==> src/rtl/object_fetch.sv <==
// Object-memory fetch front end for the render stage: scans NUM_OBJECTS records
// in groups of four, unpacks them into per-slot fields and hands each group over.
module object_fetch #(
  parameter int NUM_OBJECTS  = 128,
  parameter int READ_LATENCY = 2
) (
  input  logic               clk_in,
  input  logic               rst_in,
  input  logic               start_in,
  output logic [6:0]         mem_addr_out,
  input  logic [102:0]       mem_data_in,
  input  logic               render_busy_in,
  input  logic               render_done_in,
  output logic               valid_out,
  output logic [3:0]         is_static_out,
  output logic [3:0][6:0]    addresses_out,
  output logic [3:0][1:0]    id_bits_out,
  output logic [3:0][35:0]   params_out,
  output logic [3:0][15:0]   pos_x_out,
  output logic [3:0][15:0]   pos_y_out,
  output logic [3:0][15:0]   vel_x_out,
  output logic [3:0][15:0]   vel_y_out,
  output logic               busy_out,
  output logic               frame_done_out
);

  typedef enum logic [2:0] {IDLE, FETCH, PRESENT, WAIT, DONE} state_t;

  localparam logic [8:0] NUM_W    = 9'(NUM_OBJECTS);
  localparam logic [2:0] RL_W     = 3'(READ_LATENCY);
  localparam logic [2:0] CNT_LAST = 3'(READ_LATENCY + 3);

  state_t     state, state_nxt;
  logic [7:0] base;
  logic [2:0] cnt;
  logic [6:0] addr_hold;

  logic [8:0] issue_addr;
  logic       issue_ok;
  logic       cap_en;
  logic [1:0] cap_slot;
  logic [8:0] cap_addr;
  logic       cap_ok;
  logic       last_group;

  // Reads are issued in the first four FETCH cycles; captures trail them by READ_LATENCY.
  always_comb begin
    issue_addr = {1'b0, base} + {6'd0, cnt};
    issue_ok   = (state == FETCH) && (cnt < 3'd4) && (issue_addr < NUM_W);
    cap_en     = (state == FETCH) && (cnt >= RL_W);
    cap_slot   = 2'(cnt - RL_W);
    cap_addr   = {1'b0, base} + {7'd0, cap_slot};
    cap_ok     = cap_addr < NUM_W;
    last_group = ({1'b0, base} + 9'd4) >= NUM_W;
  end

  assign mem_addr_out = issue_ok ? issue_addr[6:0] : addr_hold;

  always_ff @(posedge clk_in) begin
    if (rst_in) state <= IDLE;
    else        state <= state_nxt;
  end

  always_comb begin
    state_nxt      = state;
    valid_out      = 1'b0;
    busy_out       = (state != IDLE);
    frame_done_out = 1'b0;
    case (state)
      IDLE:    if (start_in) state_nxt = FETCH;
      FETCH:   if (cnt == CNT_LAST) state_nxt = PRESENT;
      PRESENT: if (!render_busy_in) begin
                 valid_out = 1'b1;
                 state_nxt = WAIT;
               end
      WAIT:    if (render_done_in) state_nxt = last_group ? DONE : FETCH;
      DONE:    begin
                 frame_done_out = 1'b1;
                 state_nxt      = IDLE;
               end
      default: state_nxt = IDLE;
    endcase
  end

  always_ff @(posedge clk_in) begin
    if (rst_in) begin
      base          <= '0;
      cnt           <= '0;
      addr_hold     <= '0;
      is_static_out <= '0;
      addresses_out <= '0;
      id_bits_out   <= '0;
      params_out    <= '0;
      pos_x_out     <= '0;
      pos_y_out     <= '0;
      vel_x_out     <= '0;
      vel_y_out     <= '0;
    end else begin
      case (state)
        IDLE:  if (start_in) begin
                 base <= '0;
                 cnt  <= '0;
               end
        FETCH: cnt <= cnt + 3'd1;
        WAIT:  if (render_done_in && !last_group) begin
                 base <= base + 8'd4;
                 cnt  <= '0;
               end
        default: ;
      endcase

      if (issue_ok) addr_hold <= issue_addr[6:0];

      // Slots past NUM_OBJECTS were never read; they load zeros but keep their address.
      if (cap_en) begin
        addresses_out[cap_slot] <= cap_addr[6:0];
        if (cap_ok) begin
          is_static_out[cap_slot] <= mem_data_in[102];
          id_bits_out[cap_slot]   <= mem_data_in[101:100];
          params_out[cap_slot]    <= mem_data_in[99:64];
          pos_x_out[cap_slot]     <= mem_data_in[63:48];
          pos_y_out[cap_slot]     <= mem_data_in[47:32];
          vel_x_out[cap_slot]     <= mem_data_in[31:16];
          vel_y_out[cap_slot]     <= mem_data_in[15:0];
        end else begin
          is_static_out[cap_slot] <= 1'b0;
          id_bits_out[cap_slot]   <= '0;
          params_out[cap_slot]    <= '0;
          pos_x_out[cap_slot]     <= '0;
          pos_y_out[cap_slot]     <= '0;
          vel_x_out[cap_slot]     <= '0;
          vel_y_out[cap_slot]     <= '0;
        end
      end
    end
  end

endmodule

==> config.mk <==
export PLATFORM = sky130hd
export DESIGN_NAME = object_fetch
export DESIGN_NICKNAME = d
export VERILOG_FILES = /design/src/rtl/object_fetch.sv
export SDC_FILE = /design/constraint.sdc
export NUM_CORES = 1
export LEC_CHECK = 0
export CAP_MARGIN = 20
export CELL_PAD_IN_SITES_DETAIL_PLACEMENT = 1
export CELL_PAD_IN_SITES_GLOBAL_PLACEMENT = 2
export CORE_ASPECT_RATIO = 1.5
export CORE_UTILIZATION = 27
export CTS_CLUSTER_SIZE = 28
export DETAILED_ROUTE_END_ITERATION = 16
export GPL_TIMING_DRIVEN = 0
export HOLD_SLACK_MARGIN = 0.03
export MAX_ROUTING_LAYER = met4
export PLACE_DENSITY_LB_ADDON = 0.05
export SYNTH_ARGS = -nofsm -noshare
export SYNTH_HDL_FRONTEND = slang
export SYNTH_SLANG_ARGS = --single-unit
export TNS_END_PERCENT = 30
==> constraint.sdc <==
create_clock -name clk_in -period 7.7 [get_ports clk_in]
set_clock_uncertainty 0.15 [all_clocks]
set_input_delay 1.925 -clock clk_in [delete_from_list [all_inputs] [get_ports clk_in]]
set_output_delay 1.925 -clock clk_in [all_outputs]
set_load 0.01 [all_outputs]
=== Word level (Yosys, flattened, before mapping) ===
Index checks and enable logic that the tools add are counted.

* Flip-flop bits (word level): 461
* Input bits: 108
* Output and inout bits: 450
* Logic and storage cells: 121

* Add/subtract/negate cells: 6
* $lt $le $gt $ge: 7
* Equality and inequality tests: 10
* Mux-type cells: 41
* Bitwise gates (word level): 11
* Reductions and logical operators: 13

{| class="wikitable"
|+ Operators by type and width
! operator !! number
|-
| 64-bit AND || 4
|-
| 64-bit bitwise mux || 4
|-
| 64-bit 2-to-1 mux || 4
|-
| 144-bit AND || 1
|-
| 144-bit bitwise mux || 1
|-
| 144-bit 2-to-1 mux || 1
|-
| 144-bit inverter || 1
|-
| 36-bit demux with 2-bit select || 1
|-
| 64-bit inverter || 1
|-
| 36-bit 2-to-1 mux || 1
|-
| 16-bit demux with 2-bit select || 1
|-
| 28-bit bitwise mux || 1
|-
| 8-bit 2-to-1 mux || 3
|-
| 3-bit 2-to-1 mux || 7
|-
| 9-bit by 8-bit less-than comparator with 1-bit output, second input constant || 2
|-
| 16-bit 2-to-1 mux || 1
|-
| 8-bit one-hot mux with 2 select lines || 1
|-
| 7-bit demux with 2-bit select || 1
|-
| 7-bit 2-to-1 mux || 2
|-
| 3-bit one-hot mux with 4 select lines || 1
|-
| 8-bit by 2-bit adder with 9-bit output || 1
|-
| 8-bit by 3-bit adder with 9-bit output || 1
|-
| 8-bit by 3-bit adder with 9-bit output, second input constant || 1
|-
| 9-bit by 8-bit >= comparator with 1-bit output, second input constant || 1
|-
| 31 further kinds || 45
|}

=== Logic depth before layout (Yosys ltp) ===
Gate-level depths: netlist (run 1).

* Word-level depth: 8
* Gate-level depth with buffers: 8
* Mapped depth without buffers: 7

=== Worst setup path before layout (run 1) ===
No wires, ideal clock.

* Path kind: input to output
* From: input port render_busy_in
* To: output port valid_out
* Arrival time: 2.215 ns
* Required time: 5.625 ns
* Slack: 3.410 ns
* Cell stages on the path: 1
* Path buffers: 0
* Path through: nor3_1

* Cells in the longest elaborated chain, start to end: 2

{| class="wikitable"
|+ Ends and longest elaborated chain
! element !! RTL line !! text
|-
| start, declared || 12 || <nowiki>input logic render_busy_in,</nowiki>
|-
| 1-bit 2-to-1 mux || 72 || <nowiki>PRESENT: if (!render_busy_in) begin</nowiki>
|-
| 1-bit 2-to-1 mux || 69 || <nowiki>case (state)</nowiki>
|-
| end, declared || 14 || <nowiki>output logic valid_out,</nowiki>
|}

No other way between the ends.

=== Final worst setup path (run 1) ===
* From: register base[2]
* To: output port mem_addr_out[3]

* Cells in the longest elaborated chain, start to end: 4

{| class="wikitable"
|+ Ends and longest elaborated chain
! element !! RTL line !! text
|-
| start, declared || 34 || <nowiki>logic [7:0] base;</nowiki>
|-
| start signal, assigned || 106 || <nowiki>base <= base + 8'd4;</nowiki>
|-
| 8-bit by 3-bit adder with 9-bit output * || 48 || <nowiki>issue_addr = {1'b0, base} + {6'd0, cnt};</nowiki>
|-
| 9-bit by 8-bit less-than comparator with 1-bit output || 49 || <nowiki>issue_ok = (state == FETCH) && (cnt < 3'd4) && (issue_addr < NUM_W);</nowiki>
|-
| 1-bit logical AND || 49 ||
|-
| 7-bit 2-to-1 mux * || - ||
|-
| end, declared || 10 || <nowiki>output logic [6:0] mem_addr_out,</nowiki>
|}

Mark *: on every way between the ends. The rest lies on a longest branch, timed or not.

==> results of run 1 <==
sequential cells by signal, summed over array words and instances, names as in the netlist:
name and count:
params_out 144, pos_x_out 64, pos_y_out 64, vel_x_out 64
vel_y_out 64, addresses_out 28, id_bits_out 8, addr_hold 7
base 6, is_static_out 4, cnt 3, state 3
layout by cell type (no fill, tap or decap), drive strengths merged, types with 2 or more instances in the layout:
cell type,Yosys,final
and3,6,6
ha,6,6
bufinv,0,3
nand3b,3,3
o21ai,7,7
nor2b,105,105
nor3,5,5
a21oi,447,447
inv,7,8
xnor2,2,2
clkinv,0,8
a211oi,3,3
nand2,878,878
xor2,2,2
clkdlybuf4s50,0,556
dfxtp,459,459
nand3,9,9
mux2,5,5
and2,8,8
clkbuf,139,212
or4,3,3
buf,28,33
nor2,21,21
per-layer routing:
| metal | GRT usage, % | vias to the layer above | share of wire [%] |
|---|---|---|---|
| li1 | - | 8146 | - |
| met1 | 25.4 | 8095 | 38 |
| met2 | 43.9 | 435 | 52 |
| met3 | 6.88 | 105 | 6.9 |
| met4 | 7.55 | 0 | 3.0 |
| met5 | - | - | 0 |
report_power, final:
part	internal, mW	switching (mW)
Clock	1.40	0.999
Sequential	2.39	0.00919
Combinational	0.111	0.158
synthesized netlist by cell type (all sizes together):
library cell / number
nor4b: 1
xnor2: 2
o21ai: 7
xor2: 2
or3b: 1
a31oi: 1
a311oi: 1
and4: 1
nor2b: 105
nand3: 9
o22a: 1
mux2: 5
a2bb2oi: 1
nor2: 21
a211oi: 3
and2: 8
or2b: 1
nand2: 878
dfxtp: 459
a21oi: 447
or4: 3
clkbuf: 139
and3: 6
a22o: 1
nand3b: 3
nand4b: 1
buf: 28
ha: 6
o2bb2ai: 1
inv: 7
or2: 1
o211ai: 1
nor3: 5
a22oi: 1
a2111oi: 1
nor3b: 1
o311ai: 1
final cells by class:
cell class,instances,share of cell area [%]
multi-input cells,1527,27.5
flip-flops and latches,459,36.7
clock buffers,73,5.83
plain buffers,167,2.67
well taps,791,3.96
inverters,7,0.105
clock inverters,12,0.555
repair buffers,561,22.7
metrics by stage:
step                      utilization [%]  cells
after floorplan                         -   2160
after global placement               38.1   3507
after detailed placement             38.2   3512
after CTS                            40.8   3597
after global routing                 40.8   3597
final                                40.8   3597
worst max-delay path by stage:
stage               slack (ns)         endpoint            from
floorplan                 3.41        valid_out  render_busy_in
global placement          2.43        valid_out  render_busy_in
detailed placement        2.41        valid_out  render_busy_in
CTS                       2.02  mem_addr_out[3]         base[2]
global route              1.92  mem_addr_out[3]         base[2]
finish                    2.10  mem_addr_out[3]         base[2]
cells by family after synthesis:
logic type | share of synthesized area, %
flip-flops | 54.8
XOR/XNOR | 0.209
AND/OR/NAND/NOR | 25.7
adder cells (fa/ha/maj) | 0.448
multiplexers | 0.403
AO/OA/AOI/OAI | 14.3
buffers and inverters | 4.14
worst min-delay path, stage by stage, from the launching register on:
cell     delay, ns
dfxtp_1       0.31
nand2_1       0.05
a21oi_1       0.05
==> key figures, run 1 <==
Logic synthesis
  – Top cells by area, synth: dfxtp_1, nand2_1, a21oi_1
  – Synth Area per Inst: 7.76 um^2
  – Yosys Warn Count: 0
  – Yosys top cell area share: 54.8%
  – Cell variety after synth: 40
  – Post-Synthesis Cells: 2,160
  – Mapped cell area: 16,800 um^2
  – Dominant cell type by area after synthesis: dfxtp_1
  – Sequential-to-total area share from yosys stat: 54.8%
  – Net Count, Synth: 2,274
  – Synthesized flop and latch total: 459

Setup path
  – Top cell family by delay on the critical path: compound AO/OA/AOI/OAI gates
  – Critical setup path kind: register to primary output
  – Critical Path Sink Type: primary output
  – Max incr delay on CP: 0.84 ns
  – Worst R2R Path Depth: 7
  – R2r endpoint: vel_y_out[36]
  – CP required: 5.62 ns
  – Max Fanout on Critical Path: 10
  – Cell Chain, Critical Path: ha_1, and4_2, a2111oi_4, nor2_1, a21oi_1, clkdlybuf4s50_1
  – CP max-delay cell: a2111oi_4
  – Buf/Inv on CP: 1
  – Critical Path AT: 3.52 ns
  – Reg-to-reg slack, setup: 4.63 ns
  – Critical path depth in cells: 6
  – Worst reg2reg path startpoint: cnt[0]
  – Startpoint Class: register

Die
  – Die X: 205 um
  – Num rows: 111
  – Num ports: 558
  – Initial Util: 27.4%
  – Die span in y: 307 um
  – Core area: 61,200 um^2
  – Die footprint: 63,100 um^2

Drt
  – Drt via density: 4.67
  – Via count: 16,800
  – Post-DRT Antenna Nets: 0
  – Initial DRC count: 466
  – Drt pass-1 iters: 4
  – Routed WL: 76,500 um
  – Avg WL per Cell: 21.3 um
  – Post-route DRC: 0

GRT
  – Vias in the first global route: 17,500
  – First-pass GRT wire length: 111,000 um
  – Tot GR Track Use: 24.4%
  – Remaining Overflow, GRT: 0
  – Antenna violations before repair: 0
  – Largest net degree at the start of global routing: 14

Clocking
  – Post CTS Setup Buffer Count: 0
  – Root buf cell: clkbuf_16
  – Worst-Skew Late Latency: 0.58 ns
  – TritonCTS clock tree: built
  – Post-CTS resize count: 0
  – Worst-path clk slew: 0.06 ns
  – Clock net sink count: 459
  – Number of hold buffers added after cts: 0
  – H-tree lvl count: 2
  – Clock buffer depth: 3
  – TritonCTS buffer count: 49

Finish
  – Post-route cell area: 25,000 um^2
  – Layout cells sized above 1: 3.96%
  – Multi-input gate area: 6870 um^2
  – Area growth, synth to finish: 49.3%
  – # diodes: 0
  – FF+latch area: 9190 um^2
  – Fillers: 7,386
  – Nets: 2,886

STA
  – Endpoints failing setup: 0
  – Final setup margin: 2.10 ns
  – Tmin final: 5.60 ns
  – Setup TNS: 0 ns
  – Number of hold violations in the final report: 0
  – RSZ-0062 raised after global routing: false
  – Worst relative slew slack: 31.5%
  – Worst Tran Pin Value: 1.03 ns
  – Final worst path period share: 72.7%
  – Worst hold slack: 0.303 ns
  – FMAX: 179 MHz
  – Slew Limit Fails: 0

Placement
  – Placed Area: 23,400 um^2
  – Buffers added on ports: 556
  – RePlAce Congestion: 0.828
  – DP Worst Slack: 2.41 ns
  – Placed wire-length estimate: 59,400 um

Run
  – Max_cap viols: 0

Pwr
  – Total power: 5.07 mW
  – Leakage: 8.22 nW
  – Maximum VDD drop: 141 uV
  – Pwr Density: 203 nW/um^2

Min path
  – Type of the worst min-delay path: register to register
  – Worst min-delay path endpoint: vel_y_out[16]
  – Worst Hold Path Cells: 2
  – Hold_sp: vel_y_out[16]

Outcome
  – Status: completed
(Power assumes the default switching activity.)
==> run 2, diff against run 1 <==
--- a/config.mk
+++ b/config.mk
@@ -9,7 +9,7 @@
 export CELL_PAD_IN_SITES_DETAIL_PLACEMENT = 1
 export CELL_PAD_IN_SITES_GLOBAL_PLACEMENT = 2
 export CORE_ASPECT_RATIO = 1.5
-export CORE_UTILIZATION = 27
+export CORE_UTILIZATION = 23
 export CTS_CLUSTER_SIZE = 28
 export DETAILED_ROUTE_END_ITERATION = 16
 export GPL_TIMING_DRIVEN = 0
==> constraint.sdc (replaced) <==
create_clock -name clk_in -period 4.7 [get_ports clk_in]
set_clock_uncertainty 0.15 [all_clocks]
set_input_delay 1.175 -clock clk_in [delete_from_list [all_inputs] [get_ports clk_in]]
set_output_delay 1.175 -clock clk_in [all_outputs]
set_load 0.01 [all_outputs]
==> key figures, run 2 (synthesized netlist as in run 1, its figures left out) <==
Placement
  – RePlAce Congestion: 0.812
  – DP Worst Slack: 0.452 ns
  – Placed wire-length estimate: 64,100 um
  – Placed Area: 23,600 um^2
  – Buffers added on ports: 556

STA
  – Worst relative slew slack: 35.1%
  – Final setup margin: 0.148 ns
  – Endpoints failing setup: 0
  – Final worst path period share: 96.8%
  – Slew Limit Fails: 0
  – Number of hold violations in the final report: 0
  – RSZ-0062 raised after global routing: false
  – Tmin final: 4.55 ns
  – FMAX: 220 MHz
  – Worst Tran Pin Value: 0.974 ns
  – Setup TNS: 0 ns

Clocking
  – Root buf cell: clkbuf_16
  – TritonCTS buffer count: 52
  – Clock net sink count: 459
  – H-tree lvl count: 2
  – Worst-path clk slew: 0.06 ns
  – Worst-Skew Late Latency: 0.61 ns
  – TritonCTS clock tree: built
  – Clock buffer depth: 3
  – Post-CTS resize count: 0

Pwr
  – Part of the power in the clock network: 49.1%
  – Pwr Density: 339 nW/um^2
  – Maximum VDD drop: 244 uV
  – Sequential share of power: 45.6%
  – Switching Fraction: 23.7%
  – Switch Pwr: 2.04 mW
  – Leakage: 8.30 nW
  – Comb pwr share: 5.2%
  – Pint: 6.56 mW

Setup path
  – Startpoint Class: register
  – Max Fanout on Critical Path: 9
  – Critical Path Sink Type: primary output
  – Critical setup path kind: register to primary output
  – Setup crit start: base[2]
  – Worst R2R Path Depth: 8
  – CP required: 3.38 ns
  – Critical Path AT: 3.23 ns
  – Worst reg2reg path startpoint: state[0]

Min path
  – Type of the worst min-delay path: register to register
  – Worst Hold Path Cells: 2
  – Hold_sp: vel_x_out[50]

Finish
  – Commonest non-fill, non-tap cell in the layout: nand2_1
  – Post-route cell area: 25,300 um^2
  – Nets: 2,892
  – Commonest cells after routing, fill and taps aside: nand2_1, clkdlybuf4s50_1, dfxtp_1, a21oi_1, clkbuf_1
  – Fillers: 8,583
  – Multi-input gate area: 6870 um^2
  – Max reg flops: 144
  – Area growth, synth to finish: 51.2%
  – Largest Register: params_out
  – Layout cells sized above 1: 4.40%
  – FF+latch area: 9190 um^2

Drt
  – Post-route DRC: 0
  – Drt pass-1 iters: 5
  – Routed WL: 82,300 um
  – Initial DRC count: 553
  – Drt via density: 4.50
  – Avg WL per Cell: 22.0 um
  – Via count: 16,800
  – Post-DRT Antenna Nets: 0

GRT
  – Largest net degree at the start of global routing: 14
  – Met3 Usage GRT: 6.63%
  – Met2 usage: 40.2%
  – First-pass GRT wire length: 119,000 um
  – M1 GR Usage: 23.8%
  – GRT busiest layer: met2
  – Vias in the first global route: 17,600
  – Antenna violations before repair: 2
  – Tot GR Track Use: 22.4%
  – Remaining Overflow, GRT: 0

Die
  – Num ports: 558
  – Initial Util: 23.3%
  – Die span in y: 333 um
  – Core area: 71,800 um^2
  – Die footprint: 74,000 um^2
  – Num rows: 120
  – Die X: 222 um

Outcome
  – Status: completed

Run
  – Max_cap viols: 0
run 2: changes by cell type in the layout (fill, tap and decap cells not counted):
cell	delta
clkbuf_8	+9
clkbuf_1	-3
clkinv_2	-3
buf_4	+2
buf_8	+2
clkbuf_16	+2
clkinvlp_4	+2
diode_2	+2
buf_16	-1
bufinv_16	-1
clkinv_4	+1
run 2: cell type report:
cell class,count,area share (%)
flip-flops and latches,459,36.3
multi-input cells,1527,27.1
repair buffers,564,22.4
clock buffers,81,6.40
well taps,915,4.52
plain buffers,167,2.63
clock inverters,11,0.464
inverters,7,0.104
diodes,2,0.0198
run 2: metrics by stage:
stage	util, %	total power [mW]	instances	hold slack [ns]
floorplan	-	4.20	2160	0.331
global route	35.3	8.90	3732	0.324
finish	35.3	8.60	3733	0.304
global placement	32.7	4.46	3631	0.291
detailed placement	32.8	4.46	3637	0.299
CTS	35.3	8.74	3731	0.306
run 2: routing by layer:
layer | vias to the layer above | wire length (um)
li1 | 8176 | -
met1 | 8082 | 32100
met2 | 446 | 42300
met3 | 100 | 5830
met4 | 0 | 2020
met5 | - | 0
run 2: what timing repair did:
| action | in CTS | in global routing |
|---|---|---|
| hold endpoints to repair | 0 | 0 |
| setup endpoints to repair | 7 | 0 |
| buffers inserted | 2 | 0 |
| hold buffers | 0 | 0 |
run 2: critical path, cell delays in order, from the launching register on:
cell and delay (ns):
dfxtp_1 0.46, ha_1 0.36, and4_2 0.30, a2111oi_4 0.32, buf_4 0.23, nor2_1 0.05, a21oi_1 0.21, clkdlybuf4s50_1 0.69
run 2: power by group through the flow:
stage / Clock, mW / Sequential [mW] / Combinational (mW)
6_report: 4.22 / 3.92 / 0.447
5_1_grt: 4.49 / 3.92 / 0.485
4_1_cts: 4.36 / 3.92 / 0.459
3_5_place_dp: 0 / 4.01 / 0.453
3_3_place_gp: 0 / 4.01 / 0.447
2_1_floorplan: 0 / 4.01 / 0.187
run 2: final timing paths:
check	slack, ns	to
max	0.15	mem_addr_out[4]
min	0.30	vel_x_out[50]
max reg2reg	1.69	pos_y_out[57]
min reg2reg	0.30	vel_x_out[50]
==> run 3, diff against run 2 <==
--- a/config.mk
+++ b/config.mk
@@ -16,6 +16,7 @@
 export HOLD_SLACK_MARGIN = 0.03
 export MAX_ROUTING_LAYER = met4
 export PLACE_DENSITY_LB_ADDON = 0.05
+export RECOVER_POWER = 50
 export SYNTH_ARGS = -nofsm -noshare
 export SYNTH_HDL_FRONTEND = slang
 export SYNTH_SLANG_ARGS = --single-unit
==> key figures, run 3 (synthesized netlist as in run 1, its figures left out) <==
Placement
  – Placed wire-length estimate: 64,100 um
  – Buffers added on ports: 556
  – DP Worst Slack: 0.452 ns
  – Placed Area: 23,600 um^2
  – RePlAce Congestion: 0.812

Finish
  – Largest Register: params_out
  – Nets: 2,892
  – Layout cells sized above 1: 4.01%
  – Max reg flops: 144
  – Post-route cell area: 25,300 um^2
  – Commonest non-fill, non-tap cell in the layout: nand2_1
  – Area growth, synth to finish: 50.9%
  – Commonest cells after routing, fill and taps aside: nand2_1, dfxtp_1, a21oi_1, dlygate4sd3_1, clkdlybuf4s50_1

Setup path
  – CP required: 3.38 ns
  – Critical setup path kind: register to primary output
  – R2r endpoint: pos_x_out[44]
  – Reg-to-reg slack, setup: 1.09 ns
  – Worst R2R Path Depth: 8
  – Critical Path Sink Type: primary output
  – Startpoint Class: register
  – Critical Path AT: 3.21 ns
  – Max Fanout on Critical Path: 9
  – Worst reg2reg path startpoint: state[0]

Drt
  – Via count: 16,800
  – Drt pass-1 iters: 5
  – Post-DRT Antenna Nets: 0
  – Avg WL per Cell: 22.0 um
  – Routed WL: 82,100 um
  – Drt via density: 4.50
  – Top sig layer: met4
  – Initial DRC count: 553
  – Post-route DRC: 0
  – Metal3 WL: 5580 um
  – Metal-1 WL: 32,100 um
  – Met2 routed WL: 42,500 um

Die
  – Initial Util: 23.3%
  – Core area: 71,800 um^2
  – Num ports: 558
  – Die span in y: 333 um
  – Die footprint: 74,000 um^2
  – Num rows: 120
  – Die X: 222 um

STA
  – FMAX: 220 MHz
  – Final worst path period share: 96.6%
  – Worst relative slew slack: 5.74%
  – Number of hold violations in the final report: 0
  – Endpoints failing setup: 0
  – RSZ-0062 raised after global routing: false
  – Setup TNS: 0 ns
  – Final setup margin: 0.161 ns
  – Worst Tran Pin Value: 1.41 ns
  – Tmin final: 4.54 ns
  – Slew Limit Fails: 0

Min path
  – Type of the worst min-delay path: register to register
  – Worst Hold Path Cells: 2
  – Worst min-delay path endpoint: pos_x_out[25]
  – Hold_sp: pos_x_out[25]

Clocking
  – Clock net sink count: 459
  – Root buf cell: clkbuf_16
  – Worst-path clk slew: 0.06 ns
  – Post-CTS resize count: 0
  – Worst-Skew Late Latency: 0.61 ns
  – H-tree lvl count: 2
  – TritonCTS clock tree: built
  – Clock buffer depth: 3
  – TritonCTS buffer count: 52

Outcome
  – Status: completed

Pwr
  – Leakage: 9.34 nW
  – Pwr Density: 340 nW/um^2
  – Maximum VDD drop: 243 uV

GRT
  – Tot GR Track Use: 22.4%
  – Vias in the first global route: 17,600
  – Antenna violations before repair: 3
  – Largest net degree at the start of global routing: 14
  – Remaining Overflow, GRT: 0
  – First-pass GRT wire length: 119,000 um

Run
  – Max_cap viols: 0
[run 3: worst max path at each step]
stage / cells after the start / to / start
global placement: 6 / mem_addr_out[5] / base[2]
finish: 7 / mem_addr_out[4] / base[2]
CTS: 7 / mem_addr_out[4] / base[2]
global route: 7 / mem_addr_out[4] / base[2]
detailed placement: 6 / mem_addr_out[4] / base[2]
floorplan: 4 / mem_addr_out[0] / base[2]
[run 3: final cells by class]
type	count	area (um^2)
multi-input combinational	1527	6870
clock inverter	11	118
timing repair buffer	564	5650
antenna	2	5.00
buffer	167	659
clock buffer	81	1620
tap	915	1140
sequential	459	9190
inverter	7	26.3
fill	8588	46500
[run 3: report_power, final]
| group | total [mW] | switching [mW] | internal, mW | leakage [nW] |
|---|---|---|---|---|
| registers | 3.92 | 0.0138 | 3.91 | 3.70 |
| logic | 0.441 | 0.263 | 0.178 | 4.78 |
| clock network | 4.22 | 1.76 | 2.47 | 0.857 |
| total | 8.59 | 2.04 | 6.55 | 9.34 |
[run 3: repair_timing]
item                       CTS  global route
setup endpoints to repair    7             0
hold buffers                 0             0
buffers inserted             2             0
[run 3: layer usage]
layer / vias to the layer above / GRT usage (%)
li1: 8183 / -
met1: 8084 / 23.8
met2: 422 / 40.2
met3: 97 / 6.63
met4: 0 / 5.99
met5: - / -
[run 3: stage by stage]
step,power (mW),utilization [%],std cells,hold slack (ns)
floorplan,4.20,-,2160,0.331
global placement,4.46,32.7,3631,0.291
detailed placement,4.46,32.8,3637,0.299
CTS,8.74,35.3,3731,0.306
global route,8.90,35.2,3732,0.321
finish,8.59,35.2,3733,0.302
[run 3: critical path, cell delays in order, from the launching register on]
cell	delay, ns
dfxtp_1	0.46
ha_1	0.36
and4_1	0.28
a2111oi_4	0.33
buf_4	0.22
nor2_1	0.05
a21oi_1	0.21
clkdlybuf4s50_1	0.69
